[src/rtl/wave_edge_gen_pkg.sv]
// Shared types and helpers for the programmable waveform/edge generator.
// State encoding, default counter width and the zero-to-one count mapping.
package wave_edge_gen_pkg;

    localparam int CNT_W_DEF = 8;

    typedef enum logic [1:0] {
        S_IDLE,
        S_PHASE,
        S_HIGH,
        S_LOW
    } state_t;

    // A programmed count of 0 behaves as 1 so the waveform never stalls.
    function automatic logic [31:0] eff_cnt(input logic [31:0] v);
        return (v == 32'd0) ? 32'd1 : v;
    endfunction

endpackage

[src/rtl/wave_edge_gen_if.sv]
// Control/status bundle of the waveform generator.
// Optional burst_len/done members exist when WAVE_EDGE_GEN_BURST_EN is defined.
interface wave_edge_gen_if
    import wave_edge_gen_pkg::*;
#(
    parameter int CNT_W = CNT_W_DEF
);
    logic             en;
    logic             load;
    logic [CNT_W-1:0] high_cnt;
    logic [CNT_W-1:0] low_cnt;
    logic [CNT_W-1:0] phase_cnt;
    logic             wave_out;
    logic             rise_strb;
    logic             fall_strb;
    logic             busy;
`ifdef WAVE_EDGE_GEN_BURST_EN
    logic [CNT_W-1:0] burst_len;
    logic             done;

    modport master (
        output en, load, high_cnt, low_cnt, phase_cnt, burst_len,
        input  wave_out, rise_strb, fall_strb, busy, done
    );
    modport slave (
        input  en, load, high_cnt, low_cnt, phase_cnt, burst_len,
        output wave_out, rise_strb, fall_strb, busy, done
    );
`else
    modport master (
        output en, load, high_cnt, low_cnt, phase_cnt,
        input  wave_out, rise_strb, fall_strb, busy
    );
    modport slave (
        input  en, load, high_cnt, low_cnt, phase_cnt,
        output wave_out, rise_strb, fall_strb, busy
    );
`endif
endinterface

[src/rtl/wave_edge_gen_cnt.sv]
// Loadable down-counter with zero flag; holds at zero instead of wrapping.
// Shared by the phase, high and low timing intervals.
module wave_edge_gen_cnt #(
    parameter int CNT_W = 8
) (
    input  logic             clk,
    input  logic             rst,
    input  logic             ld,
    input  logic             dec,
    input  logic [CNT_W-1:0] val,
    output logic             zero
);
    logic [CNT_W-1:0] cnt;

    always_ff @(posedge clk or posedge rst) begin
        if (rst) begin
            cnt <= '0;
        end else if (ld) begin
            cnt <= val;
        end else if (dec && !zero) begin
            cnt <= cnt - 1'b1;
        end
    end

    assign zero = (cnt == '0);

endmodule

[src/rtl/wave_edge_gen.sv]
// Programmable waveform/edge generator with registered wave and edge strobes.
// Burst mode (burst_len/done) is built when WAVE_EDGE_GEN_BURST_EN is defined.
module wave_edge_gen
    import wave_edge_gen_pkg::*;
#(
    parameter int CNT_W = CNT_W_DEF
) (
    input logic           clk,
    input logic           rst,
    wave_edge_gen_if.slave bus
);
    typedef logic [CNT_W-1:0] cnt_t;

    state_t state;
    cnt_t   sh_high;
    cnt_t   sh_low;
    cnt_t   sh_phase;
    cnt_t   act_high;
    cnt_t   act_low;
    logic   stop_req;

    cnt_t   new_high;
    cnt_t   new_low;
    cnt_t   new_phase;
    logic   cnt_ld;
    logic   cnt_dec;
    cnt_t   cnt_val;
    logic   cnt_zero;
    logic   start_ok;
    logic   burst_hit;

    function automatic cnt_t dec1(input cnt_t v);
        return cnt_t'(eff_cnt(32'(v)) - 32'd1);
    endfunction

    // A load on the same cycle as a boundary takes effect immediately.
    assign new_high  = bus.load ? bus.high_cnt  : sh_high;
    assign new_low   = bus.load ? bus.low_cnt   : sh_low;
    assign new_phase = bus.load ? bus.phase_cnt : sh_phase;

`ifdef WAVE_EDGE_GEN_BURST_EN
    cnt_t per_cnt;
    logic blk;
    assign start_ok  = bus.en && !blk;
    assign burst_hit = (bus.burst_len != '0) &&
                       (cnt_t'(per_cnt + 1'b1) == bus.burst_len);
`else
    assign start_ok  = bus.en;
    assign burst_hit = 1'b0;
`endif

    always_comb begin
        cnt_ld  = 1'b0;
        cnt_val = '0;
        cnt_dec = (state != S_IDLE);
        unique case (state)
            S_IDLE: begin
                if (start_ok) begin
                    cnt_ld  = 1'b1;
                    cnt_val = (new_phase != '0) ?
                              cnt_t'(new_phase - 1'b1) : dec1(new_high);
                end
            end
            S_PHASE: begin
                cnt_ld  = cnt_zero;
                cnt_val = dec1(act_high);
            end
            S_HIGH: begin
                cnt_ld  = cnt_zero;
                cnt_val = dec1(act_low);
            end
            S_LOW: begin
                cnt_ld  = cnt_zero;
                cnt_val = dec1(new_high);
            end
        endcase
    end

    wave_edge_gen_cnt #(.CNT_W(CNT_W)) u_cnt (
        .clk  (clk),
        .rst  (rst),
        .ld   (cnt_ld),
        .dec  (cnt_dec),
        .val  (cnt_val),
        .zero (cnt_zero)
    );

    always_ff @(posedge clk or posedge rst) begin
        if (rst) begin
            state         <= S_IDLE;
            bus.wave_out  <= 1'b0;
            bus.rise_strb <= 1'b0;
            bus.fall_strb <= 1'b0;
            bus.busy      <= 1'b0;
            sh_high       <= cnt_t'(1);
            sh_low        <= cnt_t'(1);
            sh_phase      <= '0;
            act_high      <= cnt_t'(1);
            act_low       <= cnt_t'(1);
            stop_req      <= 1'b0;
`ifdef WAVE_EDGE_GEN_BURST_EN
            per_cnt       <= '0;
            blk           <= 1'b0;
            bus.done      <= 1'b0;
`endif
        end else begin
            bus.rise_strb <= 1'b0;
            bus.fall_strb <= 1'b0;
`ifdef WAVE_EDGE_GEN_BURST_EN
            bus.done <= 1'b0;
            if (!bus.en) blk <= 1'b0;
`endif
            if (bus.load) begin
                sh_high  <= bus.high_cnt;
                sh_low   <= bus.low_cnt;
                sh_phase <= bus.phase_cnt;
            end
            unique case (state)
                S_IDLE: begin
                    if (start_ok) begin
                        act_high <= new_high;
                        act_low  <= new_low;
                        stop_req <= 1'b0;
                        bus.busy <= 1'b1;
`ifdef WAVE_EDGE_GEN_BURST_EN
                        per_cnt  <= '0;
`endif
                        if (new_phase != '0) begin
                            state <= S_PHASE;
                        end else begin
                            state         <= S_HIGH;
                            bus.wave_out  <= 1'b1;
                            bus.rise_strb <= 1'b1;
                        end
                    end
                end
                S_PHASE: begin
                    if (!bus.en) begin
                        state    <= S_IDLE;
                        bus.busy <= 1'b0;
                    end else if (cnt_zero) begin
                        state         <= S_HIGH;
                        bus.wave_out  <= 1'b1;
                        bus.rise_strb <= 1'b1;
                    end
                end
                S_HIGH: begin
                    // A stop request mid-high is remembered so the pulse completes.
                    if (!bus.en) stop_req <= 1'b1;
                    if (cnt_zero) begin
                        bus.wave_out  <= 1'b0;
                        bus.fall_strb <= 1'b1;
                        if (!bus.en || stop_req) begin
                            state    <= S_IDLE;
                            bus.busy <= 1'b0;
                        end else begin
                            state <= S_LOW;
                        end
                    end
                end
                S_LOW: begin
                    if (!bus.en) begin
                        state    <= S_IDLE;
                        bus.busy <= 1'b0;
                    end else if (cnt_zero) begin
`ifdef WAVE_EDGE_GEN_BURST_EN
                        per_cnt <= cnt_t'(per_cnt + 1'b1);
`endif
                        if (burst_hit) begin
                            state    <= S_IDLE;
                            bus.busy <= 1'b0;
`ifdef WAVE_EDGE_GEN_BURST_EN
                            bus.done <= 1'b1;
                            blk      <= 1'b1;
`endif
                        end else begin
                            act_high      <= new_high;
                            act_low       <= new_low;
                            state         <= S_HIGH;
                            bus.wave_out  <= 1'b1;
                            bus.rise_strb <= 1'b1;
                        end
                    end
                end
            endcase
        end
    end

endmodule
[src/flat_wrapper.sv]
// flat-port wrapper written by rule: the top's interface ports become plain ports
module wave_edge_gen_flat import wave_edge_gen_pkg::*;
#(
    parameter int CNT_W = CNT_W_DEF
)
  (clk, rst, bus_en, bus_load, bus_high_cnt, bus_low_cnt, bus_phase_cnt, bus_wave_out, bus_rise_strb, bus_fall_strb, bus_busy);
  wave_edge_gen_if #(.CNT_W(CNT_W)) bus_i ();
  input logic clk;
  input logic rst;
  input wire logic [$bits(bus_i.en)-1:0] bus_en;
  input wire logic [$bits(bus_i.load)-1:0] bus_load;
  input wire logic [$bits(bus_i.high_cnt)-1:0] bus_high_cnt;
  input wire logic [$bits(bus_i.low_cnt)-1:0] bus_low_cnt;
  input wire logic [$bits(bus_i.phase_cnt)-1:0] bus_phase_cnt;
  output wire logic [$bits(bus_i.wave_out)-1:0] bus_wave_out;
  output wire logic [$bits(bus_i.rise_strb)-1:0] bus_rise_strb;
  output wire logic [$bits(bus_i.fall_strb)-1:0] bus_fall_strb;
  output wire logic [$bits(bus_i.busy)-1:0] bus_busy;
  assign bus_i.en = bus_en;
  assign bus_i.load = bus_load;
  assign bus_i.high_cnt = bus_high_cnt;
  assign bus_i.low_cnt = bus_low_cnt;
  assign bus_i.phase_cnt = bus_phase_cnt;
  assign bus_wave_out = bus_i.wave_out;
  assign bus_rise_strb = bus_i.rise_strb;
  assign bus_fall_strb = bus_i.fall_strb;
  assign bus_busy = bus_i.busy;
  wave_edge_gen #(.CNT_W(CNT_W)) u_core (.clk(clk), .rst(rst), .bus(bus_i));
endmodule
[config.mk]
export PLATFORM = sky130hd
export DESIGN_NAME = wave_edge_gen_flat
export DESIGN_NICKNAME = d
export VERILOG_FILES = /design/src/rtl/wave_edge_gen_pkg.sv /design/src/rtl/wave_edge_gen_if.sv /design/src/rtl/wave_edge_gen_cnt.sv /design/src/rtl/wave_edge_gen.sv /design/src/flat_wrapper.sv
export SDC_FILE = /design/constraint.sdc
export NUM_CORES = 1
export LEC_CHECK = 0
export CAP_MARGIN = 20
export CORE_MARGIN = 1
export CORE_UTILIZATION = 60
export CTS_BUF_LIST = sky130_fd_sc_hd__clkbuf_8
export DETAILED_ROUTE_END_ITERATION = 7
export PLACE_DENSITY_LB_ADDON = 0.15
export SYNTH_ARGS = -nofsm -noshare
export SYNTH_HDL_FRONTEND = slang
export SYNTH_SLANG_ARGS = --single-unit
[constraint.sdc]
create_clock -name clk -period 2.5 [get_ports clk]
set_clock_uncertainty 0.05 [all_clocks]
set_input_delay 0.25 -clock clk [delete_from_list [all_inputs] [get_ports clk]]
set_output_delay 0.25 -clock clk [all_outputs]
set_load 0.05 [all_outputs]
# Word-level counts from Yosys, hierarchy flattened
# Cells that the tools add are included.
[totals]
word_cells = 100
inputBits = 28
ff_bits = 55
out_inout_bits = 4
[classes]
n_eq_ne = 14
reduce_logical = 21
add_sub_neg = 5
n_mux = 48
[ops]
columns = ["operator", "count"]
rows = [
  ["$mux W8", 16],
  ["$sub A8 B1 Y8 const B", 5],
  ["$logic_not A8 Y1", 4],
  ["$pmux W8 S2", 2],
  ["$pmux W8 S4", 1],
  ["$mux W1", 17],
  ["$ne A2 B2 Y1 const B", 7],
  ["$mux W2", 6],
  ["$reduce_and A4 Y1", 2],
  ["$reduce_bool A2 Y1", 4],
  ["$reduce_bool A8 Y1", 1],
  ["$ne A2 B1 Y1 const B", 3],
  ["$pmux W1 S2", 3],
  ["$pmux W1 S3", 2],
  ["$pmux W2 S3", 1],
  ["$reduce_and A3 Y1", 2],
  ["$reduce_and A5 Y1", 1],
  ["$eq A2 B2 Y1 const B", 2],
  ["$ne A3 B2 Y1 const B", 1],
  ["$reduce_or A3 Y1", 1],
  ["$eq A2 B1 Y1 const B", 1],
  ["$logic_not A1 Y1", 2],
  ["$logic_not A2 Y1", 1],
  ["$reduce_or A2 Y1", 1],
  ["2 further kinds", 2],
]

# Depth between registers and ports, before layout
# Gate-level depths: netlist of the first run.
[logic_depth]
depth_word = 8
mapped_depth = 13

# Cells and area by module
# A second synthesis of the first run with hierarchy kept.
[unflattened]
cells_unflattened = 327
hier_area_um2 = 3377.0
[modules_own_cells]
columns = ["module", "area_each_um2", "cells_each", "n_inst", "seq_area_each_um2"]
rows = [
  ["wave_edge_gen", 2881.5, 274, 1, 1181.1],
  ["wave_edge_gen_cnt", 495.5, 53, 1, 200.2],
]

# Worst setup path after synthesis of the first run
# OpenSTA, ideal clock, no wires.
[synth_timing]
kind = "in2reg"
from = "input bus_load"
to = "register u_core.u_cnt.cnt[3]"
setup_ns = 0.141
required_time_ns = 2.309
path_slack_ns = -0.065
cell_stages = 12
t_arrival_ns = 2.374
cell_sequence = "buf_6 -> buf_12 -> buf_6 -> buf_4 -> mux2_2 -> inv_1 -> ha_1 -> o211ai_1 -> nor3_4 -> and3b_1 -> a311oi_1 -> a211oi_1"
[synth_between]
word_cells_on_any_way = 11
[synth_rtl]
columns = ["element", "line_no", "rtl"]
rows = [
  ["start, declared", "flat_wrapper.sv:11", "input wire logic [$bits(bus_i.load)-1:0] bus_load;"],
  ["$mux W8 (*)", "wave_edge_gen.sv:39", "assign new_phase = bus.load ? bus.phase_cnt : sh_phase;"],
  ["named net u_core.new_phase[0]", "wave_edge_gen.sv:24", "cnt_t new_phase;"],
  ["$sub A8 B1 Y8 or $reduce_bool A8 Y1 (tied branches)", "wave_edge_gen.sv:61, wave_edge_gen.sv:60", ""],
  ["$mux W8 (*)", "wave_edge_gen.sv:60", "cnt_val = (new_phase != '0) ?"],
  ["$mux W8 (*)", "wave_edge_gen.sv:58", "if (start_ok) begin"],
  ["$pmux W8 S4 (*)", "wave_edge_gen.sv:56", "unique case (state)"],
  ["$mux W8 (*)", "wave_edge_gen_cnt.sv:18", "end else if (ld) begin"],
  ["end signal, assigned", "wave_edge_gen_cnt.sv:19", "cnt <= val;"],
  ["end signal, assigned", "wave_edge_gen_cnt.sv:21", "cnt <= cnt - 1'b1;"],
  ["end, declared", "wave_edge_gen_cnt.sv:13", "logic [CNT_W-1:0] cnt;"],
]
# The timed path passes the listed nets; every way through them passes the cells marked *.
# A chain may end at the register's enable or synchronous reset.

# Worst setup path after layout of the first run
[layout_timing]
from = "register u_core.u_cnt.cnt[0]"
to = "register u_core.act_high[7]"
[layout_between]
elab_chain_len = 3
[layout_rtl]
columns = ["element", "line_no", "rtl"]
rows = [
  ["$logic_not A8 Y1", "wave_edge_gen_cnt.sv:25", "assign zero = (cnt == '0);"],
  ["$ne A2 B2 Y1 (no line)", "n/a", ""],
  ["$reduce_and A4 Y1 (no line)", "n/a", ""],
  ["end signal, assigned", "wave_edge_gen.sv:98", "act_high <= cnt_t'(1);"],
  ["end signal, assigned", "wave_edge_gen.sv:121", "act_high <= new_high;"],
  ["end signal, assigned", "wave_edge_gen.sv:177", "act_high <= new_high;"],
  ["end, declared", "wave_edge_gen.sv:18", "cnt_t act_high;"],
]
# No other way between the ends.

==> results of run 1 <==
==> cell families (layout without fill, tap and decap cells) <==
group | after synthesis | in the layout
AO/OA/AOI/OAI | 79 | 79
XOR/XNOR | 15 | 15
adder cells (fa/ha/maj) | 10 | 10
buffers and inverters | 37 | 83
flip-flops | 55 | 55
multiplexers | 45 | 45
AND/OR/NAND/NOR | 99 | 99
==> worst max path at each step <==
stage,startpoint,end,slack (ns),cells after the start
floorplan,bus_load,u_core.u_cnt.cnt[3]$_DFFE_PP0P_,0.003,12
global placement,bus_high_cnt[5],u_core.u_cnt.cnt[4]$_DFFE_PP0P_,0.08,10
detailed placement,bus_high_cnt[5],u_core.u_cnt.cnt[4]$_DFFE_PP0P_,-0.05,10
CTS,u_core.state[0]$_DFFE_PP0P_,u_core.u_cnt.cnt[6]$_DFFE_PP0P_,0.05,11
global route,u_core.state[0]$_DFFE_PP0P_,u_core.u_cnt.cnt[6]$_DFFE_PP0P_,-0.0001,11
finish,u_core.u_cnt.cnt[0]$_DFFE_PP0P_,u_core.act_high[7]$_DFFE_PP0P_,0.14,8
==> worst max-delay path: stages, from the launching register on <==
cell	delay (ns)
dfrtp_1	0.44
inv_1	0.13
ha_1	0.19
or4b_4	0.50
nor3_2	0.14
a21oi_1	0.10
nor2b_4	0.17
buf_12	0.16
mux2_2	0.34
==> metrics by stage <==
step | hold slack [ns] | cell area, um^2 | power (W)
after floorplan | 0.347 | 3470 | 0.00267
after global placement | 0.418 | 3950 | 0.00319
after detailed placement | 0.435 | 3950 | 0.00324
after CTS | 0.276 | 4060 | 0.00384
after global routing | 0.319 | 4110 | 0.00418
final | 0.255 | 4110 | 0.00392
==> power by group through the flow <==
stage | clock network [W] | registers (W) | logic (W)
6_report | 0.000579 | 0.00145 | 0.00189
5_1_grt | 0.000625 | 0.00148 | 0.00207
4_1_cts | 0.000591 | 0.00143 | 0.00181
3_5_place_dp | 0 | 0.00145 | 0.00179
3_3_place_gp | 0 | 0.00144 | 0.00175
2_1_floorplan | 0 | 0.00142 | 0.00125
==> flip-flops by register name, summed over array words and instances (netlist names) <==
| signal | count |
|---|---|
| u_core.stop_req | 1 |
| u_core.bus.wave_out | 1 |
| u_core.state | 2 |
| u_core.bus.fall_strb | 1 |
| u_core.sh_low | 8 |
| u_core.act_high | 8 |
| u_core.sh_high | 8 |
| u_core.bus.rise_strb | 1 |
| u_core.sh_phase | 8 |
| u_core.act_low | 8 |
| u_core.bus.busy | 1 |
| u_core.u_cnt.cnt | 8 |
==> final cells by class <==
type | instances | share of cell area (%)
inverter | 22 | 2.01
tap | 72 | 2.19
sequential | 55 | 33.6
clock buffer | 5 | 1.68
clock inverter | 3 | 0.914
multi-input combinational | 248 | 46.5
timing repair buffer | 53 | 13.1
==> placed cells by master (no fill, tap or decap), types with 2 or more instances in the layout <==
cell type	synthesis	routed
dfrtp_1	51	51
clkdlybuf4s50_1	0	30
a21oi_1	28	27
mux2_2	26	26
nor2_1	24	24
inv_1	19	19
buf_4	2	17
o21ai_0	16	16
nand2_1	16	16
nor3_1	14	14
mux2i_1	13	13
xnor2_1	10	10
ha_1	10	8
nor3b_1	7	7
nand3_1	7	7
nand2b_1	5	5
o22ai_1	5	5
a221oi_1	5	5
xor2_1	5	5
clkbuf_8	0	5
inv_2	2	4
buf_12	1	4
dfstp_2	4	4
or3_1	3	3
nor3_2	3	3
nor4b_2	3	3
nor2b_1	3	3
o221ai_1	3	3
o21ai_1	3	3
mux2_1	3	3
nor4_2	2	2
mux2i_2	2	2
nor4_1	2	2
a211oi_1	3	2
o32a_1	2	2
a31oi_1	2	2
==> layer usage <==
metal | share of wire, % | wire [um] | vias to the layer above | GRT usage (%)
met1 | 44 | 3460 | 1354 | 35.7
met5 | 0 | 0 | - | 0
met3 | 4.0 | 312 | 14 | 4.12
li1 | - | - | 1317 | -
met4 | 1.8 | 141 | 0 | 8.70
met2 | 50 | 3940 | 72 | 48.7
==> timing repair <==
action	in CTS	in global routing
setup endpoints to repair	0	11
gates resized for setup	0	6
endpoints found under the hold margin	0	0
==> impl_metrics.toml, run 1 <==
[power_and_ir_drop]
p_sw_share_pct = 39.9
clockPowerShare_pct = 14.8
switchingPower_w = 0.00156
internal_power_w = 0.00235
ir_worst_vdd_uv = 612
cellPowerDensity_nw_per_um2 = 954
combinationalPowerShare_pct = 48.2
seqPwrFrac_pct = 37.0
leakage_nw = 1.68

[timing]
layout_setup_ws_ns = 0.143
hold_viol_final = 0
drv_slew = 0
slew_headroom_pct = 64.7
worst_pin_slew_ns = 0.528
period_share_pct = 94.3
fmax_mhz = 424
finalSetupTns_ns = 0
finalSetupViolCount = 0
rsz0062_at_grt = "true"
period_minus_slack_ns = 2.36

[placed_design]
dp_hpwl_um = 5770
dpl.cell_count = 449
gp_congestion = 0.894
port_buffers = 31
post-place-ws_ns = -0.0509

[synth]
dominantRegCellSynth = "dfrtp_1"
yosys.area.top_type = "dfrtp_1"
synth.area.mux_share_pct = 14.4
synth_top_area_share_pct = 36.9
synth_nets = 378
syn_avg_cell_area_um2 = 10.2
netlist-cell-type-count = 63
ys_warn_count = 0
synth-compound-area-share_pct = 15.3
netlist_instances = 340
synth.most_common_cell = "dfrtp_1"
synthSimpleGateAreaFrac_pct = 17.2
synthTopCellsByCount = "51 x dfrtp_1, 28 x a21oi_1, 26 x mux2_2, 24 x nor2_1, 19 x inv_1"
syn_area_um2 = 3460
synth_top_family_by_area = "simple AND/OR/NAND/NOR gates"
seq_area_frac_synth_pct = 39.9
synthArstFlopShare_pct = 100
synth-xor-area-share_pct = 3.80
synthTopCellsByArea = "dfrtp_1 37%, mux2_2 8.5%, a21oi_1 4.1%"
synthAdderAreaFrac_pct = 3.62
synth_seq_cells = 55
synth-edff-count = 0

[finish]
n_antenna_cell = 0
nFillCells = 417
area.sequential_um2 = 1380
final_nets = 423
multiInputGateArea_um2 = 1910
areaGrowthSynthToFinish_pct = 18.7
final_util_pct = 74.1
layout-drive-gt1-share_pct = 23.1
final_cells = 458

[floorplan]
die_w_um = 77.9
io_pins = 32
fp.coreArea_um2 = 5540
num_rows = 27
initial_core_util_pct = 62.4
dieHeight_um = 77.9
design.die.area_um2 = 6070

[clocking]
cts-root-buf = "clkbuf_8"
cts_hold_buf = 0
post_cts_buffers = 0
cts_tree = "built"
insertion_delay_ns = 0.32
cts_num_sinks = 55
clk_pin_slew_ns = 0.10
numCtsBuffers = 5
clock_path_buffers = 2
h-tree-depth = 2

[worst_setup_path]
crit_fanout = 22
path_class = "flip-flop to flip-flop"
r2r_cells = 8
critPathLaunchType = "flip-flop"
crit_required_ns = 2.65
cp-end-kind = "flip-flop"
r2r_slack_ns = 0.14
r2r_start = "u_core.u_cnt.cnt[0]$_DFFE_PP0P_"
reg2reg_to = "u_core.act_high[7]$_DFFE_PP0P_"
crit_arrival_ns = 2.50

[drt]
antenna_left = 0
dr.pass1.iters = 6
drcViolationCount = 0
vias = 2757
routedWlPerCell_um = 17.1
routed_via_density = 6.02
drtIter0Drc = 244
wl_um = 7850

[global_route]
grt-ovfl-total = 0
antenna_found_initial = 0
grt.total_usage_pct = 27.9
grt_pass1_vias = 2751
grt_pass1_wl_um = 13100
grt_start_max_net_pins = 32

[min_path]
min_path_type = "primary input to async pin"

[outcome]
status = "completed"

[run]
maxCapViolCount = 0
No activity file was read; power rests on OpenSTA's default activity.
==> run 2, diff against run 1 <==
- CORE_ASPECT_RATIO: unset -> 1.4
- GPL_ROUTABILITY_DRIVEN: unset -> 0
==> run 2 against run 1 <==
Compared with the run above:
- sequential power hardly changed
- critical endpoint is now u_core.u_cnt.cnt[6]$_DFFE_PP0P_
- global-route usage hardly changed
- total power is 3.1% lower
- routed wire length is 1.5% lower
- clock power is 9.3% lower
- die area hardly changed
- count of clock-buffer cells in the layout is 1 higher
- flip-flop and latch count stayed put
- cell count is 0.44% lower
- non-clock buffer count is 2 higher
==> impl_metrics.toml, run 2 (synthesis results as in run 1) <==
[timing]
hold_viol_final = 0
rsz0062_at_grt = "true"
whs_ns = 0.259
layout_setup_ws_ns = 0.0164
finalSetupViolCount = 0
period_minus_slack_ns = 2.48
period_share_pct = 99.3
worst_pin_slew_ns = 0.571
fmax_mhz = 403
slew_headroom_pct = 61.9
finalSetupTns_ns = 0
drv_slew = 0

[power_and_ir_drop]
ir_worst_vdd_uv = 615
finalPower_w = 0.00379
cellPowerDensity_nw_per_um2 = 930
leakage_nw = 1.67

[worst_setup_path]
cp-end-kind = "flip-flop"
crit_arrival_ns = 2.64
r2r_cells = 11
path_class = "flip-flop to flip-flop"
crit_required_ns = 2.66
crit_buf_inv = 3
critPathLaunchType = "flip-flop"
cp_cell_sequence = "inv_1 -> ha_2 -> buf_12 -> mux2_2 -> inv_1 -> ha_2 -> o221ai_1 -> xnor2_1 -> a21o_1 -> o21ai_1 -> a221oi_1"
max_stage_delay_ns = 0.41
critPathTopFamily = "compound AO/OA/AOI/OAI gates"
critical_path.slowest_cell = "dfrtp_1"
crit_fanout = 22
cp.depth = 11

[drt]
routedWlPerCell_um = 17.0
drcViolationCount = 0
drtIter0Drc = 228
wl_um = 7730
routed_via_density = 6.02
antenna_left = 0
vias = 2746
dr.pass1.iters = 4

[finish]
n_antenna_cell = 0
final_cell_mix = "51 x dfrtp_1, 30 x clkdlybuf4s50_1, 27 x a21oi_1, 26 x mux2_2, 24 x nor2_1"
areaGrowthSynthToFinish_pct = 17.9
final_common_cell = "dfrtp_1"
layout-drive-gt1-share_pct = 24.0
final_util_pct = 73.8
final_nets = 425

[placed_design]
port_buffers = 31
dp_hpwl_um = 5910
post-place-ws_ns = -0.00588

[clocking]
clock_path_buffers = 2
cts_num_sinks = 55
h-tree-depth = 2
cts-root-buf = "clkbuf_8"
cts_tree = "built"
cts_hold_buf = 0
insertion_delay_ns = 0.31
clk_pin_slew_ns = 0.11
numCtsBuffers = 5

[floorplan]
io_pins = 32
fp.coreArea_um2 = 5530
initial_core_util_pct = 62.6
dieHeight_um = 91.8
num_rows = 32
design.die.area_um2 = 6080
die_w_um = 66.2

[global_route]
grt.total_usage_pct = 27.9
grt_pass1_wl_um = 12900
antenna_found_initial = 0
grt_pass1_vias = 2774
grt-ovfl-total = 0
grt_start_max_net_pins = 30

[run]
maxCapViolCount = 0

[outcome]
status = "completed"

[min_path]
min_path_type = "primary input to async pin"
run 2: worst paths after layout:
check                                       startpoint                         endpoint  slack [ns]
min in group clk                              bus_load     u_core.sh_phase[1]$_DFF_PP0_        0.37
hold / removal                                     rst       u_core.sh_low[6]$_DFF_PP0_        0.26
setup / recovery           u_core.state[0]$_DFFE_PP0P_  u_core.u_cnt.cnt[6]$_DFFE_PP0P_        0.02
hold reg to reg            u_core.stop_req$_DFFE_PP0P_      u_core.stop_req$_DFFE_PP0P_        0.45
max in group asynchronous                          rst      u_core.sh_high[0]$_DFF_PP1_        1.52
setup reg to reg           u_core.state[0]$_DFFE_PP0P_  u_core.u_cnt.cnt[6]$_DFFE_PP0P_        0.02
run 2: through the flow:
stage	std cells	cell area (um^2)
floorplan	340	3470
global placement	448	3960
detailed placement	448	3960
CTS	456	4060
global route	456	4080
finish	456	4080
run 2: per-layer routing:
metal  global-route usage [%]  vias to the layer above  routed length [um]  share of wire (%)
met5                        0                        -                   0                  0
met4                     12.6                        0                 276                3.6
met3                     4.48                       24                 292                3.8
met2                     47.6                       77                3960                 51
met1                     33.7                     1322                3210                 41
li1                         -                     1323                   -                  -
run 2: layout make-up:
type / count / area [um^2]
clock buffers: 6 / 82.6
clock inverters: 2 / 13.8
fillers: 415 / 1450
inverters: 22 / 82.6
multi-input cells: 248 / 1910
flip-flops and latches: 55 / 1380
well taps: 68 / 85.1
repair buffers: 55 / 523
run 2: timing repair:
action | 4_1_cts | 5_1_grt
resized for setup | 1 | 6
setup buffers | 0 | 0
setup endpoints to repair | 1 | 4
pin swaps | 0 | 1
run 2: report_power, final:
part	internal, W	switching, W	total [W]
Sequential	0.00118	0.000289	0.00147
Clock	0.000227	0.000297	0.000525
Combinational	0.000843	0.000960	0.00180
